[src/rtl/tri_scheduler_if.sv]
// -----------------------------------------------------------------------------
// tri_scheduler_if
//   Bundles the three buses around the triangle scheduler:
//     ray FIFO side      : in_empty, in_rd_en, ray_origin, ray_dir
//     triangle ROM side  : tri_rd_en, tri_addr, tri_v0..2
//     intersection FIFO  : out_full, out_wr_en, out_origin, out_dir,
//                          out_v0..2, out_triangle_ID
//     status             : busy, ray_count
//   Every 3-vector is packed as [2:0][D_BITS-1:0]; lane 0 is x, lane 2 is z.
//   Each lane is a signed fixed-point coordinate that the scheduler only
//   moves around, so no arithmetic depends on the signedness here.
//   modport master : the scheduler itself
//   modport slave  : the surrounding FIFOs / ROM
// -----------------------------------------------------------------------------
interface tri_scheduler_if #(
  parameter int D_BITS = 32,
  parameter int M_BITS = 12
);
  logic                    in_empty;
  logic                    in_rd_en;
  logic [2:0][D_BITS-1:0]  ray_origin;
  logic [2:0][D_BITS-1:0]  ray_dir;

  logic                    tri_rd_en;
  logic [M_BITS-1:0]       tri_addr;
  logic [2:0][D_BITS-1:0]  tri_v0;
  logic [2:0][D_BITS-1:0]  tri_v1;
  logic [2:0][D_BITS-1:0]  tri_v2;

  logic                    out_full;
  logic                    out_wr_en;
  logic [2:0][D_BITS-1:0]  out_origin;
  logic [2:0][D_BITS-1:0]  out_dir;
  logic [2:0][D_BITS-1:0]  out_v0;
  logic [2:0][D_BITS-1:0]  out_v1;
  logic [2:0][D_BITS-1:0]  out_v2;
  logic [M_BITS-1:0]       out_triangle_ID;

  logic                    busy;
  logic [15:0]             ray_count;

  modport master (
    input  in_empty, ray_origin, ray_dir,
    input  tri_v0, tri_v1, tri_v2,
    input  out_full,
    output in_rd_en, tri_rd_en, tri_addr,
    output out_wr_en, out_origin, out_dir, out_v0, out_v1, out_v2,
    output out_triangle_ID, busy, ray_count
  );

  modport slave (
    output in_empty, ray_origin, ray_dir,
    output tri_v0, tri_v1, tri_v2,
    output out_full,
    input  in_rd_en, tri_rd_en, tri_addr,
    input  out_wr_en, out_origin, out_dir, out_v0, out_v1, out_v2,
    input  out_triangle_ID, busy, ray_count
  );
endinterface

[src/rtl/tri_scheduler.sv]
// -----------------------------------------------------------------------------
// tri_scheduler
//   Pops one ray from the show-ahead ray FIFO, walks triangles 0..NUM_TRI-1
//   through the synchronous triangle ROM and writes one
//   {ray, v0, v1, v2, triangle_ID} packet per triangle into the
//   intersection FIFO. ID 0 always leads a ray; downstream treats it as the
//   ray-start / flush marker.
//
// Ports:
//   clock : system clock, rising edge
//   reset : synchronous, active-low
//   bus   : tri_scheduler_if.master (ray FIFO, triangle ROM, output FIFO,
//           busy, ray_count)
//
// Optional feature (macro TRI_SCHED_FLUSH_EN):
//   After a ray completes, if the ray FIFO then stays empty for IDLE_FLUSH
//   consecutive IDLE cycles, one all-zero ID-0 packet is written so the
//   accumulator releases the result of the last ray. Without the macro the
//   block simply waits in IDLE.
//
// All outputs are registered. Per triangle the sequence is
// FETCH -> WAIT -> CAPTURE -> EMIT -> NEXT, i.e. 5 cycles when out_full=0.
// -----------------------------------------------------------------------------
module tri_scheduler #(
  parameter int D_BITS     = 32,
  parameter int M_BITS     = 12,
  parameter int NUM_TRI    = 1024,
  parameter int IDLE_FLUSH = 16
) (
  input logic             clock,
  input logic             reset,
  tri_scheduler_if.master bus
);

  // Elaboration-time parameter range guards.
  if (NUM_TRI < 1 || NUM_TRI > (1 << M_BITS)) begin : g_bad_num_tri
    $error("tri_scheduler: NUM_TRI out of range 1..2^M_BITS");
  end
  if (IDLE_FLUSH < 1 || IDLE_FLUSH > 65535) begin : g_bad_idle_flush
    $error("tri_scheduler: IDLE_FLUSH out of range 1..65535");
  end

  typedef enum logic [2:0] {
    IDLE    = 3'd0,
    LATCH   = 3'd1,
    FETCH   = 3'd2,
    WAIT    = 3'd3,
    CAPTURE = 3'd4,
    EMIT    = 3'd5,
    NEXT    = 3'd6
  } state_t;

  localparam logic [M_BITS-1:0] LAST_IDX = M_BITS'(NUM_TRI - 1);

  state_t            state_reg;
  logic [M_BITS-1:0] idx_reg;

`ifdef TRI_SCHED_FLUSH_EN
  localparam logic [15:0] FLUSH_LAST = 16'(IDLE_FLUSH - 1);
  // pending_reg: the last completed ray has not yet been followed by an
  // ID-0 packet. idle_cnt_reg: consecutive empty IDLE cycles seen before
  // the current one, saturating at IDLE_FLUSH-1.
  logic              pending_reg;
  logic [15:0]       idle_cnt_reg;
`endif

  always_ff @(posedge clock) begin
    if (!reset) begin
      state_reg           <= IDLE;
      idx_reg             <= '0;
      bus.in_rd_en        <= 1'b0;
      bus.tri_rd_en       <= 1'b0;
      bus.tri_addr        <= '0;
      bus.out_wr_en       <= 1'b0;
      bus.out_origin      <= '0;
      bus.out_dir         <= '0;
      bus.out_v0          <= '0;
      bus.out_v1          <= '0;
      bus.out_v2          <= '0;
      bus.out_triangle_ID <= '0;
      bus.busy            <= 1'b0;
      bus.ray_count       <= '0;
`ifdef TRI_SCHED_FLUSH_EN
      pending_reg         <= 1'b0;
      idle_cnt_reg        <= '0;
`endif
    end else begin
      case (state_reg)
        IDLE: begin
          // Only a flush can raise out_wr_en in IDLE; keep it a single pulse.
          bus.out_wr_en <= 1'b0;
          if (!bus.in_empty) begin
            bus.in_rd_en <= 1'b1;
            bus.busy     <= 1'b1;
            state_reg    <= LATCH;
`ifdef TRI_SCHED_FLUSH_EN
            pending_reg  <= 1'b0;
            idle_cnt_reg <= '0;
          end else if (pending_reg) begin
            // Current cycle is empty too, so a count of IDLE_FLUSH-1 means
            // IDLE_FLUSH consecutive empty cycles including this one.
            if (idle_cnt_reg >= FLUSH_LAST) begin
              if (!bus.out_full) begin
                bus.out_wr_en       <= 1'b1;
                bus.out_origin      <= '0;
                bus.out_dir         <= '0;
                bus.out_v0          <= '0;
                bus.out_v1          <= '0;
                bus.out_v2          <= '0;
                bus.out_triangle_ID <= '0;
                pending_reg         <= 1'b0;
                idle_cnt_reg        <= '0;
              end
            end else begin
              idle_cnt_reg <= idle_cnt_reg + 16'd1;
            end
`endif
          end
        end

        LATCH: begin
          // The FIFO pops on this same edge, so the head word is still
          // the ray that in_rd_en is acknowledging.
          bus.in_rd_en   <= 1'b0;
          bus.out_origin <= bus.ray_origin;
          bus.out_dir    <= bus.ray_dir;
          idx_reg        <= '0;
          state_reg      <= FETCH;
        end

        FETCH: begin
          bus.tri_rd_en <= 1'b1;
          bus.tri_addr  <= idx_reg;
          state_reg     <= WAIT;
        end

        WAIT: begin
          // ROM registers the address on this edge; data is valid next cycle.
          bus.tri_rd_en <= 1'b0;
          state_reg     <= CAPTURE;
        end

        CAPTURE: begin
          bus.out_v0          <= bus.tri_v0;
          bus.out_v1          <= bus.tri_v1;
          bus.out_v2          <= bus.tri_v2;
          bus.out_triangle_ID <= idx_reg;
          state_reg           <= EMIT;
        end

        EMIT: begin
          // Back-pressure stalls only here; packet data stays untouched.
          if (!bus.out_full) begin
            bus.out_wr_en <= 1'b1;
            state_reg     <= NEXT;
          end
        end

        NEXT: begin
          bus.out_wr_en <= 1'b0;
          if (idx_reg == LAST_IDX) begin
            bus.ray_count <= bus.ray_count + 16'd1;
            bus.busy      <= 1'b0;
            state_reg     <= IDLE;
`ifdef TRI_SCHED_FLUSH_EN
            pending_reg   <= 1'b1;
            idle_cnt_reg  <= '0;
`endif
          end else begin
            idx_reg   <= idx_reg + 1'b1;
            state_reg <= FETCH;
          end
        end

        default: begin
          bus.busy  <= 1'b0;
          state_reg <= IDLE;
        end
      endcase
    end
  end

endmodule

[src/flat_wrapper.sv]
// flat-port wrapper written by rule: the top's interface ports become plain ports
module tri_scheduler_flat 
#(
  parameter int D_BITS     = 32,
  parameter int M_BITS     = 12,
  parameter int NUM_TRI    = 1024,
  parameter int IDLE_FLUSH = 16
)
  (clock, reset, bus_in_empty, bus_ray_origin, bus_ray_dir, bus_tri_v0, bus_tri_v1, bus_tri_v2, bus_out_full, bus_in_rd_en, bus_tri_rd_en, bus_tri_addr, bus_out_wr_en, bus_out_origin, bus_out_dir, bus_out_v0, bus_out_v1, bus_out_v2, bus_out_triangle_ID, bus_busy, bus_ray_count);
  tri_scheduler_if #(.D_BITS(D_BITS), .M_BITS(M_BITS)) bus_i ();
  input logic clock;
  input logic reset;
  input wire logic [$bits(bus_i.in_empty)-1:0] bus_in_empty;
  input wire logic [$bits(bus_i.ray_origin)-1:0] bus_ray_origin;
  input wire logic [$bits(bus_i.ray_dir)-1:0] bus_ray_dir;
  input wire logic [$bits(bus_i.tri_v0)-1:0] bus_tri_v0;
  input wire logic [$bits(bus_i.tri_v1)-1:0] bus_tri_v1;
  input wire logic [$bits(bus_i.tri_v2)-1:0] bus_tri_v2;
  input wire logic [$bits(bus_i.out_full)-1:0] bus_out_full;
  output wire logic [$bits(bus_i.in_rd_en)-1:0] bus_in_rd_en;
  output wire logic [$bits(bus_i.tri_rd_en)-1:0] bus_tri_rd_en;
  output wire logic [$bits(bus_i.tri_addr)-1:0] bus_tri_addr;
  output wire logic [$bits(bus_i.out_wr_en)-1:0] bus_out_wr_en;
  output wire logic [$bits(bus_i.out_origin)-1:0] bus_out_origin;
  output wire logic [$bits(bus_i.out_dir)-1:0] bus_out_dir;
  output wire logic [$bits(bus_i.out_v0)-1:0] bus_out_v0;
  output wire logic [$bits(bus_i.out_v1)-1:0] bus_out_v1;
  output wire logic [$bits(bus_i.out_v2)-1:0] bus_out_v2;
  output wire logic [$bits(bus_i.out_triangle_ID)-1:0] bus_out_triangle_ID;
  output wire logic [$bits(bus_i.busy)-1:0] bus_busy;
  output wire logic [$bits(bus_i.ray_count)-1:0] bus_ray_count;
  assign bus_i.in_empty = bus_in_empty;
  assign bus_i.ray_origin = bus_ray_origin;
  assign bus_i.ray_dir = bus_ray_dir;
  assign bus_i.tri_v0 = bus_tri_v0;
  assign bus_i.tri_v1 = bus_tri_v1;
  assign bus_i.tri_v2 = bus_tri_v2;
  assign bus_i.out_full = bus_out_full;
  assign bus_in_rd_en = bus_i.in_rd_en;
  assign bus_tri_rd_en = bus_i.tri_rd_en;
  assign bus_tri_addr = bus_i.tri_addr;
  assign bus_out_wr_en = bus_i.out_wr_en;
  assign bus_out_origin = bus_i.out_origin;
  assign bus_out_dir = bus_i.out_dir;
  assign bus_out_v0 = bus_i.out_v0;
  assign bus_out_v1 = bus_i.out_v1;
  assign bus_out_v2 = bus_i.out_v2;
  assign bus_out_triangle_ID = bus_i.out_triangle_ID;
  assign bus_busy = bus_i.busy;
  assign bus_ray_count = bus_i.ray_count;
  tri_scheduler #(.D_BITS(D_BITS), .M_BITS(M_BITS), .NUM_TRI(NUM_TRI), .IDLE_FLUSH(IDLE_FLUSH)) u_core (.clock(clock), .reset(reset), .bus(bus_i));
endmodule
[config.mk]
export PLATFORM = sky130hd
export DESIGN_NAME = tri_scheduler_flat
export DESIGN_NICKNAME = d
export VERILOG_FILES = /design/src/rtl/tri_scheduler_if.sv /design/src/rtl/tri_scheduler.sv /design/src/flat_wrapper.sv
export SDC_FILE = /design/constraint.sdc
export NUM_CORES = 1
export LEC_CHECK = 0
export BUFFER_PORTS_ARGS = -buffer_cell sky130_fd_sc_hd__buf_2
export CAP_MARGIN = 20
export CORE_AREA = 4 4 386 388
export CTS_CLUSTER_DIAMETER = 30
export CTS_CLUSTER_SIZE = 25
export DETAILED_ROUTE_END_ITERATION = 8
export DIE_AREA = 0 0 390 392
export PLACE_DENSITY_LB_ADDON = 0.05
export SLEW_MARGIN = 25
export SYNTH_ARGS = -nofsm -noshare
export SYNTH_HDL_FRONTEND = slang
export SYNTH_SLANG_ARGS = --single-unit
[constraint.sdc]
create_clock -name clock -period 1.7 [get_ports clock]
set_input_delay 0.51 -clock clock [delete_from_list [all_inputs] [get_ports clock]]
set_output_delay 0.51 -clock clock [all_outputs]
set_load 0.005 [all_outputs]
==> results of run 1 <==
[per-layer routing]
layer | vias up | global-route usage, %
met5 | - | 0
met4 | 0 | 7.01
met3 | 237 | 5.56
met2 | 749 | 24.7
met1 | 10600 | 15.5
li1 | 11300 | -
[tightest hold or removal path, delay by kind of cell]
kind            cells  cell delay, ps
buf+inv             1             130
compound gates      1              50
simple gates        1              70
[cell families (layout without fill, tap and decap cells)]
logic type                 Yosys count  in the layout  share of synthesized area (%)
adders and majority gates            2              2                          0.133
xor gates and xnor gates             4              4                          0.186
and+or+nand+nor                   1081           1081                           22.6
DFF                                539            539                           57.3
muxes                               13             13                          0.692
other                                0             13                              0
AOI/OAI and AO/OA                  554            554                           15.2
buffers and inverters              188           2047                           3.86
[worst min path at each step]
stage | startpoint | end | slack [ps] | depth (start not counted)
floorplan | u_core.bus.out_dir[0] | u_core.bus.out_dir[0] | 450 | 2
detailed placement | u_core.bus.out_v2[2] | u_core.bus.out_v2[2] | 440 | 2
CTS | bus_ray_origin[35] | u_core.bus.out_origin[35] | 0.4 | 3
global route | bus_ray_origin[35] | u_core.bus.out_origin[35] | 10 | 3
finish | bus_ray_origin[38] | u_core.bus.out_origin[38] | 70 | 3
global placement | u_core.bus.out_v0[47] | u_core.bus.out_v0[47] | 440 | 2
[power breakdown]
group | internal (mW) | total (mW) | switching, mW
Combinational | 3.00 | 5.48 | 2.48
Clock | 24.3 | 33.6 | 9.38
Sequential | 13.3 | 13.7 | 0.396
[layout by cell type (no fill, tap or decap), types with 5 or more instances in the layout]
master           n
a21oi_1        510
a21oi_2          7
buf_12          50
buf_16           5
buf_2          532
buf_4          164
buf_6          481
clkbuf_1        62
clkbuf_16      210
clkbuf_8        70
dfxtp_1         12
dfxtp_2        503
dfxtp_4         24
diode_2         13
dlygate4sd3_1  452
inv_1            7
inv_6            6
mux2i_1         13
nand2_1        995
nand3_1          8
nand4_1          9
nor2_1          23
o21ai_0          9
o31ai_1         12
or3_1            8
or4_1            6
or4_4            6
[per-stage QoR]
step	instance area, um^2	instances	power (mW)
final	43000	6170	52.9
after detailed placement	27300	5265	17.6
after global routing	43000	6167	55.1
after floorplan	18800	2381	15.1
after CTS	41800	6095	53.6
after global placement	27300	5265	17.7
[final cells by class]
class	instances	area share, %
Inverter	8	0.0874
Clock inverter	13	0.300
Clock buffer	334	14.5
Multi-Input combinational cell	1654	17.3
Tap cell	1917	5.58
Timing Repair Buffer	1692	35.3
Sequential cell	539	26.8
Antenna cell	13	0.0757
[repair_timing]
action | CTS | global route
pin swaps | 1 | 16
resized for setup | 1096 | 94
endpoints found under the hold margin | 452 | 0
gates cloned | 1 | 8
hold buffers | 452 | 0
endpoints found under the setup margin | 533 | 806
setup buffers | 36 | 54
==> results.tsv, run 1 <==
metric	value	unit
outcome	finished with violations	
Pins Over Slew Limit	0	
Stages on worst setup path	2	
Synth Instances	2381	
Final Hold Slack	70.2	ps
worst skew pair latency	750	ps
DR WL/cell	19.0	um
CP Capture Type	output port	
Top Layer Used	met4	
die area	153000	um^2
CTS tree	yes	
cts bufs inserted	199	
# rows	140	
number of synthesized flops with an enable pin	0	
f_max	559	MHz
final core area utilization	29.5	%
Final HPWL DP	86.5	mm
Critical R2R Launch	u_core.idx_reg[1]	
critical path startpoint	u_core.bus.ray_count[8]	
I/O pins	1008	
Main synth FF type	dfxtp_1	
CP top delay family	flip-flops	
multi-input logic area	7430	um^2
Max-Cap Viols	0	
placer's final routability congestion estimate	0.776	
first-pass GRT wire length	163	mm
WP data required	1190	ps
Iter 0 DRT Violations	641	
min Tclk post-route	1790	ps
Storage cell area	11500	um^2
Layout area overhead	128	%
Critical Path Fanout Max	2	
core area	145000	um^2
Initial Util	12.9	%
slowest CP cell	dfxtp_2	
Post-Route Setup TNS	-1110	ps
peak supply drop	727	uV
total grt overflow	0	
Bufs on Longest Clock Path	3	
post-synth top area share	57.3	%
clk_skew	18.4	ps
final setup margin	-87.8	ps
Sink Count	539	
DRC viols	0	
Syn Nets	2867	
Syn Area/Cell	7.90	um^2
fill count	15700	
crit path cell chain	buf_6 > buf_6	
CTS clock-pin slew for the worst setup and hold paths	40	ps
largest net degree at the start of global routing	78	
pre-CTS setup slack	2.07	ps
Crit path top cell by count	buf_6	
RSZ-0062 raised after global routing	yes	
DRT met1 WL	45.4	mm
worst slew pin tran	445	ps
worst r2r dst	u_core.bus.ray_count[13]	
met2 wire len	57.8	mm
share of layout cells above drive strength 1	49.2	%
ys async rst share	0	%
CP arrival	1280	ps
gr usage total	14.4	%
via count	22900	
synthesized area	18800	um^2
# H-tree levels	4	
DRT Wirelength	117	mm
Die Ht	392	um
Final setup viols	42	
post-synthesis sequential area ratio	57.3	%
Yosys reg bits	539	
CP max stage delay	310	ps
most common cell in the netlist	nand2_1	
CP Buf/Inv Count	2	
CP Class	reg2out	
Synth top cells by count	nand2_1, dfxtp_1, a21oi_1	
failing checks	setup timing	
DR pass1 iterations	4	
pwr dens	1230	nW/um^2
Static Leak	17.7	nW
post-DR vias/cell	3.71	
die width	390	um
number of I/O port buffers	1007	
ranking of synthesized cells by area	dfxtp_1, nand2_1, a21oi_1	
r2r setup slk	0	ps
Met3 Wirelength	8.89	mm
Cell variety after synth	43	
area leader, netlist	dfxtp_1	
Hold Path Class	in2reg	
critical path launch point type	register	
synth warn	0	
vias in the first global route	24500	
worst setup path end	bus_ray_count[8]	
worst relative slew slack	70.3	%
initial antenna violation count	13	
R2R cell count	6	
crit share post-route	105	%
final number of hold-violating endpoints	0	
final layout net count	4580	
post-route antenna net violation count	0	
root buffer cell	clkbuf_16	
Power figures use the tool's default switching activity.
==> inputs of run 2 (changes only) <==
--- a/config.mk
+++ b/config.mk
@@ -12,7 +12,7 @@
 export CTS_CLUSTER_SIZE = 25
 export DETAILED_ROUTE_END_ITERATION = 8
 export DIE_AREA = 0 0 390 392
-export PLACE_DENSITY_LB_ADDON = 0.05
+export PLACE_DENSITY = 0.3
 export SLEW_MARGIN = 25
 export SYNTH_ARGS = -nofsm -noshare
 export SYNTH_HDL_FRONTEND = slang
==> results.tsv, run 2 (synthesized netlist as in run 1, its figures left out) <==
metric	value	unit	change
outcome	finished with violations		
most frequent cells in the layout	nand2_1, buf_2, dfxtp_2		
largest net degree at the start of global routing	62		-21%
Final HPWL DP	83.0	mm	-4.0%
Hold Path Class	in2reg		
Max-Cap Viols	0		unchanged
I/O pins	1008		unchanged
fill count	15700		-0.17%
gr usage total	13.9	%	-0.47 points
number of I/O port buffers	1007		unchanged
Critical Path Fanout Max	2		unchanged
Static Leak	17.4	nW	-1.8%
die area	153000	um^2	unchanged
Layout area overhead	125	%	
Pins Over Slew Limit	0		unchanged
core area	145000	um^2	unchanged
Sink Count	539		unchanged
worst skew pair latency	760	ps	about the same
CP Class	reg2out		
DR pass1 iterations	5		+1
RSZ-0062 raised after global routing	yes		
total grt overflow	0		unchanged
DRT Wirelength	113	mm	-3.3%
final number of hold-violating endpoints	0		unchanged
failing checks	setup timing		
WP data required	1190	ps	about the same
crit share post-route	106	%	+1.3 points
first-pass GRT wire length	159	mm	-2.5%
min Tclk post-route	1810	ps	+21.3 ps
pre-CTS setup slack	-333	ps	-335 ps
cts bufs inserted	182		-8.5%
peak supply drop	699	uV	-3.8%
share of layout cells above drive strength 1	49.4	%	+0.22 points
placer's final routability congestion estimate	0.784		+1.1%
pwr dens	1180	nW/um^2	-4.4%
most common cell after layout, fill and taps aside	nand2_1		
via count	23100		+0.72%
final layout net count	4559		-0.46%
critical path launch point type	register		
post-DR vias/cell	3.76		+1.2%
CTS tree	yes		
Iter 0 DRT Violations	824		+29%
CP Capture Type	output port		
CP arrival	1300	ps	+20 ps
initial antenna violation count	13		unchanged
root buffer cell	clkbuf_16		
DR WL/cell	18.4	um	-2.9%
Bufs on Longest Clock Path	3		unchanged
post-route antenna net violation count	0		unchanged
final core area utilization	29.1	%	-0.44 points
multi-input logic area	7520	um^2	+1.2%
die width	390	um	unchanged
Die Ht	392	um	unchanged
final setup margin	-109	ps	-21.3 ps
DRC viols	0		unchanged
worst relative slew slack	71.3	%	+0.97 points
Storage cell area	11500	um^2	about the same
# rows	140		unchanged
# H-tree levels	4		unchanged
f_max	553	MHz	-1.2%
Final setup viols	60		+43%
CTS clock-pin slew for the worst setup and hold paths	40	ps	about the same
vias in the first global route	24100		-1.8%
worst slew pin tran	431	ps	-14.6 ps
Initial Util	12.9	%	unchanged
clk_skew	23.8	ps	+5.41 ps
[run 2: worst max-delay path, cell delays in order, from the launching register on]
cell     delay, ps
dfxtp_2        320
buf_6          110
buf_6          110
[run 2: final timing paths]
check / slack (ps) / startpoint / cells past startpoint / end
hold reg to reg: 450 / u_core.bus.out_v1[2] / 2 / u_core.bus.out_v1[2]
setup / recovery: -110 / u_core.bus.ray_count[6] / 2 / bus_ray_count[6]
hold / removal: 90 / bus_tri_v2[91] / 3 / u_core.bus.out_v2[91]
setup reg to reg: -90 / u_core.idx_reg[10] / 6 / u_core.bus.ray_count[9]
[run 2: routing by layer]
layer  share of wire (%)  global-route usage (%)  vias up
met3                 7.4                    4.97      222
met2                  49                    23.2      787
li1                    -                       -    11300
met4                 3.3                    5.88        2
met5               0.012                       0        -
met1                  41                    16.1    10800
[run 2: cell type report]
cell class,count,area share (%)
timing repair buffer,1688,35.5
inverter,8,0.0887
antenna,7,0.0414
multi-input combinational,1654,17.8
sequential,539,27.2
clock buffer,281,12.6
tap,1917,5.67
clock inverter,49,1.16
[run 2: power by group]
group / leakage, nW / internal (mW) / switching (mW)
clock: 2.86 / 21.2 / 9.56
combinational: 9.93 / 2.86 / 2.43
sequential: 4.63 / 13.3 / 0.388
[run 2: what timing repair did]
action,CTS,global route
hold buffers,453,0
setup endpoints to repair,542,798
endpoints found under the hold margin,453,0
pin swaps,14,12
setup buffers,41,40
resized for setup,1058,119
cloned,2,8
[run 2: stage by stage]
step                      cells  hold slack (ps)  cell area [um^2]  total power, mW  setup TNS [ps]
after global routing       6143             31.9             42300             51.9          -40250
after detailed placement   5268              443             27200             17.5            -501
final                      6143             92.0             42300             49.8           -2040
after CTS                  6090             2.18             41300             50.4          -44130
after global placement     5268              439             27200             17.5            -918
after floorplan            2381              453             18800             15.1          -16150
